--- config.mk ---
export PLATFORM = sky130hd
export DESIGN_NAME = fifo_wr_arbiter_flat
export DESIGN_NICKNAME = d
export VERILOG_FILES = /design/src/rtl/fifo_wr_arbiter_if.sv /design/src/rtl/fifo_wr_arbiter.sv /design/src/flat_wrapper.sv
export SDC_FILE = /design/constraint.sdc
export NUM_CORES = 1
export LEC_CHECK = 0
export BUFFER_PORTS_ARGS = -buffer_cell sky130_fd_sc_hd__buf_2
export CORE_ASPECT_RATIO = 1.25
export CORE_MARGIN = 2
export CORE_UTILIZATION = 40
export CTS_CLUSTER_SIZE = 8
export DETAILED_ROUTE_END_ITERATION = 12
export GPL_ROUTABILITY_DRIVEN = 0
export GPL_TIMING_DRIVEN = 0
export PLACE_DENSITY_LB_ADDON = 0.25
export SLEW_MARGIN = 0
export SYNTH_ARGS = -nofsm -noshare
export SYNTH_HDL_FRONTEND = slang
export SYNTH_SLANG_ARGS = --single-unit
--- constraint.sdc ---
create_clock -name clk -period 2.75 [get_ports clk]
set_input_delay 0.1375 -clock clk [delete_from_list [all_inputs] [get_ports clk]]
set_output_delay 0.1375 -clock clk [all_outputs]
set_load 0.03 [all_outputs]
--- src/rtl/fifo_wr_arbiter_if.sv ---
// Producer request/grant bus plus the FIFO write-port handshake used by fifo_wr_arbiter.
// The arbiter connects through the slave modport; the producer/FIFO side uses master.
interface fifo_wr_arbiter_if #(
  parameter int NUM_REQ    = 4,
  parameter int DATA_WIDTH = 16
);
  logic                          en;
  logic [NUM_REQ-1:0]            req;
  logic [NUM_REQ*DATA_WIDTH-1:0] req_data;
  logic [NUM_REQ-1:0]            gnt;
  logic                          fifo_wr_en;
  logic [DATA_WIDTH-1:0]         fifo_data_in;
  logic                          fifo_full;
  logic                          fifo_almostfull;
  logic                          fifo_wr_ack;
  logic                          fifo_overflow;
  logic [15:0]                   wr_count;
  logic                          ovf_err;

  modport slave (
    input  en, req, req_data,
    input  fifo_full, fifo_almostfull, fifo_wr_ack, fifo_overflow,
    output gnt, fifo_wr_en, fifo_data_in, wr_count, ovf_err
  );

  modport master (
    output en, req, req_data,
    output fifo_full, fifo_almostfull, fifo_wr_ack, fifo_overflow,
    input  gnt, fifo_wr_en, fifo_data_in, wr_count, ovf_err
  );
endinterface

--- src/rtl/fifo_wr_arbiter.sv ---
// Round-robin arbiter sharing one synchronous-FIFO write port among NUM_REQ producers.
// Grants, write enable and write data are registered. Issue is throttled by the FIFO
// full/almostfull flags; acknowledged writes are counted and overflows latched.
module fifo_wr_arbiter #(
  parameter int NUM_REQ    = 4,
  parameter int DATA_WIDTH = 16
) (
  input  logic             clk,
  input  logic             rst,
  fifo_wr_arbiter_if.slave arb
);

  localparam int IDX_W = (NUM_REQ > 1) ? $clog2(NUM_REQ) : 1;

  typedef logic [IDX_W-1:0] idx_t;

  // Bit 0 of the encoding is the FIFO write enable, so fifo_wr_en comes straight off a flop.
  typedef enum logic [1:0] {
    IDLE  = 2'b00,
    GRANT = 2'b01,
    STALL = 2'b10
  } state_t;

  // Registered state
  state_t                 state_q;
  logic [NUM_REQ-1:0]     gnt_q;
  logic [DATA_WIDTH-1:0]  data_q;
  idx_t                   last_q;
  logic [15:0]            wr_count_q;
  logic                   ovf_err_q;

  // Combinational decision
  logic [NUM_REQ-1:0]     eligible;
  logic                   full_guard;
  logic                   issue;
  logic                   found;
  idx_t                   cand;
  idx_t                   winner_d;
  logic [NUM_REQ-1:0]     gnt_d;
  logic [DATA_WIDTH-1:0]  data_d;

  // Cyclic successor of a producer index, wrapping at NUM_REQ-1.
  function automatic idx_t next_idx(input idx_t i);
    return (i == idx_t'(NUM_REQ - 1)) ? '0 : i + idx_t'(1);
  endfunction

  // The producer granted this cycle still shows its old req at the next edge; mask it
  // so one request is never granted twice.
  assign eligible = arb.req & ~gnt_q;

  // Conservative full guard: a write in flight into an almost-full FIFO fills it.
  assign full_guard = arb.fifo_full | (arb.fifo_almostfull & state_q[0]);

  assign issue = arb.en & ~full_guard & (|eligible);

  // Round-robin search: first eligible producer after last_q, wrapping around.
  // NOTE: every always_comb output is given a default first so no latch is inferred.
  always_comb begin
    winner_d = last_q;
    found    = 1'b0;
    cand     = next_idx(last_q);
    for (int k = 0; k < NUM_REQ; k++) begin
      if (!found && eligible[cand]) begin
        winner_d = cand;
        found    = 1'b1;
      end
      cand = next_idx(cand);
    end
  end

  // Decode the winner into a one-hot grant and select its data slice.
  always_comb begin
    gnt_d  = '0;
    data_d = '0;
    for (int i = 0; i < NUM_REQ; i++) begin
      if (winner_d == idx_t'(i)) begin
        gnt_d[i] = 1'b1;
        data_d   = arb.req_data[i*DATA_WIDTH +: DATA_WIDTH];
      end
    end
  end

  // Arbitration FSM with registered grant, write enable and write data.
  // NOTE: sequential state uses non-blocking assignments so every flop samples pre-edge values.
  always_ff @(posedge clk or posedge rst) begin
    if (rst) begin
      state_q <= IDLE;
      gnt_q   <= '0;
      data_q  <= '0;
      last_q  <= idx_t'(NUM_REQ - 1);
    end else if (issue) begin
      state_q <= GRANT;
      gnt_q   <= gnt_d;
      data_q  <= data_d;
      last_q  <= winner_d;
    end else begin
      // Pending work that is blocked only by the guard is a stall; anything else is idle.
      state_q <= (arb.en && (|eligible)) ? STALL : IDLE;
      gnt_q   <= '0;
    end
  end

  // Saturating count of FIFO write acknowledges.
  always_ff @(posedge clk or posedge rst) begin
    if (rst) begin
      wr_count_q <= '0;
    end else if (arb.fifo_wr_ack && (wr_count_q != 16'hFFFF)) begin
      wr_count_q <= wr_count_q + 16'd1;
    end
  end

  // Sticky overflow flag, cleared only by reset.
  always_ff @(posedge clk or posedge rst) begin
    if (rst) begin
      ovf_err_q <= 1'b0;
    end else if (arb.fifo_overflow) begin
      ovf_err_q <= 1'b1;
    end
  end

  assign arb.gnt          = gnt_q;
  assign arb.fifo_wr_en   = state_q[0];
  assign arb.fifo_data_in = data_q;
  assign arb.wr_count     = wr_count_q;
  assign arb.ovf_err      = ovf_err_q;

endmodule

--- src/flat_wrapper.sv ---
// flat-port wrapper written by rule: the top's interface ports become plain ports
module fifo_wr_arbiter_flat 
#(
  parameter int NUM_REQ    = 4,
  parameter int DATA_WIDTH = 16
)
  (clk, rst, arb_en, arb_req, arb_req_data, arb_fifo_full, arb_fifo_almostfull, arb_fifo_wr_ack, arb_fifo_overflow, arb_gnt, arb_fifo_wr_en, arb_fifo_data_in, arb_wr_count, arb_ovf_err);
  fifo_wr_arbiter_if #(.NUM_REQ(NUM_REQ), .DATA_WIDTH(DATA_WIDTH)) arb_i ();
  input  logic clk;
  input  logic rst;
  input wire logic [$bits(arb_i.en)-1:0] arb_en;
  input wire logic [$bits(arb_i.req)-1:0] arb_req;
  input wire logic [$bits(arb_i.req_data)-1:0] arb_req_data;
  input wire logic [$bits(arb_i.fifo_full)-1:0] arb_fifo_full;
  input wire logic [$bits(arb_i.fifo_almostfull)-1:0] arb_fifo_almostfull;
  input wire logic [$bits(arb_i.fifo_wr_ack)-1:0] arb_fifo_wr_ack;
  input wire logic [$bits(arb_i.fifo_overflow)-1:0] arb_fifo_overflow;
  output wire logic [$bits(arb_i.gnt)-1:0] arb_gnt;
  output wire logic [$bits(arb_i.fifo_wr_en)-1:0] arb_fifo_wr_en;
  output wire logic [$bits(arb_i.fifo_data_in)-1:0] arb_fifo_data_in;
  output wire logic [$bits(arb_i.wr_count)-1:0] arb_wr_count;
  output wire logic [$bits(arb_i.ovf_err)-1:0] arb_ovf_err;
  assign arb_i.en = arb_en;
  assign arb_i.req = arb_req;
  assign arb_i.req_data = arb_req_data;
  assign arb_i.fifo_full = arb_fifo_full;
  assign arb_i.fifo_almostfull = arb_fifo_almostfull;
  assign arb_i.fifo_wr_ack = arb_fifo_wr_ack;
  assign arb_i.fifo_overflow = arb_fifo_overflow;
  assign arb_gnt = arb_i.gnt;
  assign arb_fifo_wr_en = arb_i.fifo_wr_en;
  assign arb_fifo_data_in = arb_i.fifo_data_in;
  assign arb_wr_count = arb_i.wr_count;
  assign arb_ovf_err = arb_i.ovf_err;
  fifo_wr_arbiter #(.NUM_REQ(NUM_REQ), .DATA_WIDTH(DATA_WIDTH)) u_core (.clk(clk), .rst(rst), .arb(arb_i));
endmodule
Word-level counts from Yosys, hierarchy flattened
Cells that the tools add are included.
{"block": "op_classes", "n_eq_ne": 8, "n_addsub": 5, "bitwise_logic": 7, "n_div": 0, "n_lt_le_gt_ge": 4, "reduce_logical": 9, "n_mul": 0, "mux": 29, "shifts": 0}
{"cell": "$mux W16", "count": 4}
{"cell": "$add A16 B1 Y16 const B", "count": 1}
{"cell": "$mux W2", "count": 8}
{"cell": "$ne A16 B16 Y1 const B", "count": 1}
{"cell": "$eq A2 B2 Y1 const B", "count": 6}
{"cell": "$lt A2 B3 Y1 const B", "count": 4}
{"cell": "$mux W1", "count": 12}
{"cell": "$add A2 B1 Y2 const B", "count": 4}
{"cell": "$bmux W1 S2", "count": 4}
{"cell": "$and A4 B4 Y4", "count": 1}
{"cell": "$logic_and A1 B1 Y1", "count": 4}
{"cell": "$mux W4", "count": 1}
{"cell": "$not A4 Y4", "count": 1}
{"cell": "$reduce_or A4 Y1", "count": 1}
{"cell": "$and A1 B1 Y1", "count": 3}
{"cell": "$logic_not A1 Y1", "count": 3}
{"cell": "$eq A2 B1 Y1 const B", "count": 1}
{"cell": "$logic_not A2 Y1", "count": 1}
{"cell": "$not A1 Y1", "count": 1}
{"cell": "$or A1 B1 Y1", "count": 1}
{"block": "totals", "memories": 0, "rom_bits": 0, "out_inout_bits": 38, "regBits": 40, "latchBits": 0, "inputBits": 75, "ramBits": 0}

Logic depth before layout (Yosys ltp)
{"block": "depth", "word_depth": 19, "mapped_depth": 10, "ltp_nobuf": 7}

Worst setup path before layout
OpenSTA, ideal clock, no wires.
{"block": "synth_path", "kind": "register -> register", "start": "register u_core.last_q[0]", "end": "register u_core.data_q[10] (netlist: u_core.arb.fifo_data_in[10])", "setup_slack_ns": 0.400, "synth_period_minus_slack_ns": 2.350, "path_stages_with_launch": 11, "arrival_time_ns": 2.216, "required_time_ns": 2.616, "setup_ns": 0.134, "path_cell_list": "dfstp_2 -> ha_1 -> buf_2 -> nor3b_1 -> nand2_1 -> a21o_1 -> a31o_2 -> buf_2 -> buf_2 -> a221oi_1 -> o31ai_1"}
{"block": "synth_between", "elab_chain_len": 19}
{"element": "from (decl)", "line": "fifo_wr_arbiter.sv:28", "source": "idx_t last_q;"}
{"element": "from (signal assigned)", "line": "fifo_wr_arbiter.sv:90", "source": "last_q <= idx_t'(NUM_REQ - 1);"}
{"element": "from (signal assigned)", "line": "fifo_wr_arbiter.sv:95", "source": "last_q <= winner_d;"}
{"element": "branches (longest 13 deep; another with $add A2 B1 Y2)"}
{"element": "$mux W2 *", "line": "fifo_wr_arbiter.sv:63", "source": "if (!found && eligible[cand]) begin"}
{"element": "$logic_not A2 Y1", "line": "fifo_wr_arbiter.sv:76", "source": "if (winner_d == idx_t'(i)) begin"}
{"element": "$mux W16 (3 in series)", "line": "fifo_wr_arbiter.sv:76"}
{"element": "$mux W16 *", "line": "fifo_wr_arbiter.sv:76"}
{"element": "to (signal assigned)", "line": "fifo_wr_arbiter.sv:94", "source": "data_q <= data_d;"}
{"element": "to (decl)", "line": "fifo_wr_arbiter.sv:27", "source": "logic [DATA_WIDTH-1:0] data_q;"}
Mark *: on every way between the ends. The select of a mux whose other input is x is not followed.
A chain may end at the register's enable or synchronous reset.

Final worst setup path
{"block": "layout_path", "start": "register u_core.last_q[0]", "end": "register u_core.data_q[13] (netlist: u_core.arb.fifo_data_in[13])"}
The elaborated chain is that of the path after synthesis.

==> impl_metrics.json <==
{
  "status": "finished clean",
  "finalHoldViolations": 0,
  "crit_type": "reg2reg",
  "slowest_delay_ns": 0.57,
  "antennaDiodeCount": 0,
  "drt-met1-wl_um": 2740,
  "rsz0062_at_grt": "true",
  "synth_edf_count": 0,
  "dr_wl_met3_um": 364,
  "max_freq_mhz": 383,
  "routed_wl_um": 6780,
  "netlist_instances": 253,
  "pre_cts_slack_ns": 0.0304,
  "detail-route-antenna-nets": 0,
  "syn-cell-area_um2": 2400,
  "grtUsageTotal": 0.202,
  "synth_ff_type": "dfrtp_1",
  "slowest_stage": "dfstp_2",
  "synth_nets": 330,
  "clockRootBuffer": "clkbuf_8",
  "antenna_found_initial": 0,
  "required_ns": 2.92,
  "fin_ws_ns": 0.138,
  "fin_worst_hold_slack_ns": 0.00541,
  "numPortBuffers": 112,
  "cts.clk_slew.worst_paths_ns": 0.09,
  "finClkSkew_ns": 0.00671,
  "vias": 2407,
  "fp.dieW_um": 73.3,
  "start_kind": "flop",
  "fillers": 552,
  "seq_area_um2": 1000,
  "end_kind": "flop",
  "h-tree-depth": 2,
  "route.detailed.drc": 0,
  "dp_hpwl_um": 5070,
  "grt_pass1_vias": 2321,
  "area_growth_pct": 33.5,
  "clk_latency_ns": 0.29,
  "cts_max_path_buffers": 2,
  "grt_max_degree": 41,
  "max_cap_violations": 0,
  "start_util": 0.413,
  "yosysUniqueCellTypes": 42,
  "grt-ovfl-total": 0,
  "rows": 31,
  "period_share": 0.950,
  "utilization": 0.551,
  "ys_ff_latch": 40,
  "powerDensity_nw_per_um2": 1150,
  "power_mw": 3.70,
  "r2r_cells": 10,
  "maxSlewViolCount": 0,
  "top_layer": "met4",
  "postCtsHoldBufs": 0,
  "core_area_um2": 5820,
  "dr_wl_met2_um": 3570,
  "drtPass1Iterations": 4,
  "tritoncts": "yes",
  "grt_pass1_wl_um": 10600,
  "layout_commonest_cell": "buf_2",
  "cp_common_cell": "buf_2",
  "nNetsFinal": 450,
  "final_cell_mix": "121 x buf_2, 38 x dfrtp_1, 32 x and2_1, 30 x a221oi_1, 27 x nand2_1",
  "clock-sinks": 40,
  "drtIter0Drc": 74,
  "dieArea_um2": 6650,
  "setup-tns-final_ns": 0,
  "synth-async-reset-ratio": 1.00,
  "p_leak_nw": 1.60,
  "avgSynthCellArea_um2": 9.50,
  "layout_min_cycle_time_ns": 2.61,
  "cp_max_fo": 10,
  "tightest_slew_ns": 0.843,
  "multi_input_area_um2": 1320,
  "cts_buffers": 5,
  "finalSetupViolations": 0,
  "yosysWarnings": 0,
  "synth-seq-area-share": 0.418,
  "wl_per_cell_um": 15.4,
  "drive_gt1_frac": 0.398,
  "ios": 113,
  "vdd_drop_max_v": 0.000494,
  "cp.arrival_ns": 2.78,
  "viasPerCell": 5.47,
  "crit_chain": "ha_1, buf_2, nor3b_2, nand2_1, a21o_1, a31o_2, buf_2, buf_2, a221oi_1, o31ai_1",
  "hp-class": "in2async",
  "die_y_um": 90.6,
  "slew_headroom": 0.437
}
==> registers in the layout, summed over array words and instances (netlist names) <==
register and count:
u_core.arb.wr_count 16, u_core.state_q 1, u_core.arb.gnt 4, u_core.arb.ovf_err 1
u_core.last_q 2, u_core.arb.fifo_data_in 16
==> report_power, final <==
part | switching (mW) | internal [mW] | total [mW] | leakage [nW]
registers | 0.151 | 0.788 | 0.939 | 0.497
logic | 1.47 | 0.802 | 2.27 | 1.04
clock network | 0.222 | 0.273 | 0.496 | 0.0583
total | 1.84 | 1.86 | 3.70 | 1.60
==> final timing paths <==
kind                                    start                           to  slack [ns]
max in group asynchronous                 rst            u_core.arb.gnt[2]        2.21
min reg2reg                u_core.arb.ovf_err           u_core.arb.ovf_err        0.47
min                                       rst   u_core.arb.fifo_data_in[2]       0.005
max                          u_core.last_q[0]  u_core.arb.fifo_data_in[13]        0.14
max reg2reg                  u_core.last_q[0]  u_core.arb.fifo_data_in[13]        0.14
min in group clk            arb_fifo_overflow           u_core.arb.ovf_err        0.04
==> final cells by class <==
cell class                 count  share of cell area
sequential                    40               0.313
multi-input combinational    187               0.411
buffer                        19              0.0289
tap                           66              0.0258
clock buffer                   5              0.0215
timing repair buffer         113               0.177
inverter                       7             0.00819
clock inverter                 3              0.0148
==> critical path, delay by kind of cell, from the launching register on <==
kind	cells	cell delay, ns
adders and majority gates	1	0.23
AOI/OAI and AO/OA	4	0.82
buffers and inverters	3	0.57
DFF	1	0.57
and+or+nand+nor	2	0.31
==> logic make-up (layout without fill, tap and decap cells) <==
kind of cell,count (synthesis),count (layout),share of synthesized area
flops,40,40,0.418
xor+xnor,15,15,0.0547
compound gates,67,67,0.237
mux,1,1,0.00469
simple gates,102,102,0.228
fa+ha+maj,2,2,0.0104
buf+inv,26,147,0.0474
==> metrics by stage <==
| step | area (um2) | cells |
|---|---|---|
| 6_report | 3210 | 440 |
| 5_1_grt | 3210 | 440 |
| 4_1_cts | 3160 | 439 |
| 3_5_place_dp | 3050 | 431 |
| 3_3_place_gp | 3050 | 431 |
| 2_1_floorplan | 2400 | 253 |
==> cells in the mapped netlist (2+ instances only) <==
library cell	number	area (um2)
dfrtp_1	38	951
a221oi_1	32	280
and2_1	32	200
nand2_1	27	101
o31ai_1	16	120
buf_2	10	50.1
clkbuf_1	8	30.0
xnor2_1	8	70.1
inv_1	7	26.3
nor2_1	7	26.3
xor2_1	7	61.3
nand4_1	6	37.5
nor3_1	6	30.0
nand3_1	5	25.0
nand2b_1	4	25.0
nor2b_1	4	25.0
o21ai_0	4	20.0
a21o_1	2	15.0
and3_1	2	12.5
dfstp_2	2	52.6
ha_1	2	25.0
nor4_1	2	12.5
o22ai_1	2	12.5
or2_2	2	12.5
==> repair_timing <==
| item | 4_1_cts | 5_1_grt |
|---|---|---|
| resized for setup | 0 | 10 |
| setup buffers | 0 | 1 |
| endpoints found under the setup margin | 0 | 18 |
==> layer usage <==
layer,track usage,vias up
li1,-,1181
met1,0.236,1127
met2,0.363,89
met3,0.0391,10
met4,0.0636,0
met5,0,-
No activity file was read; power rests on OpenSTA's default activity.
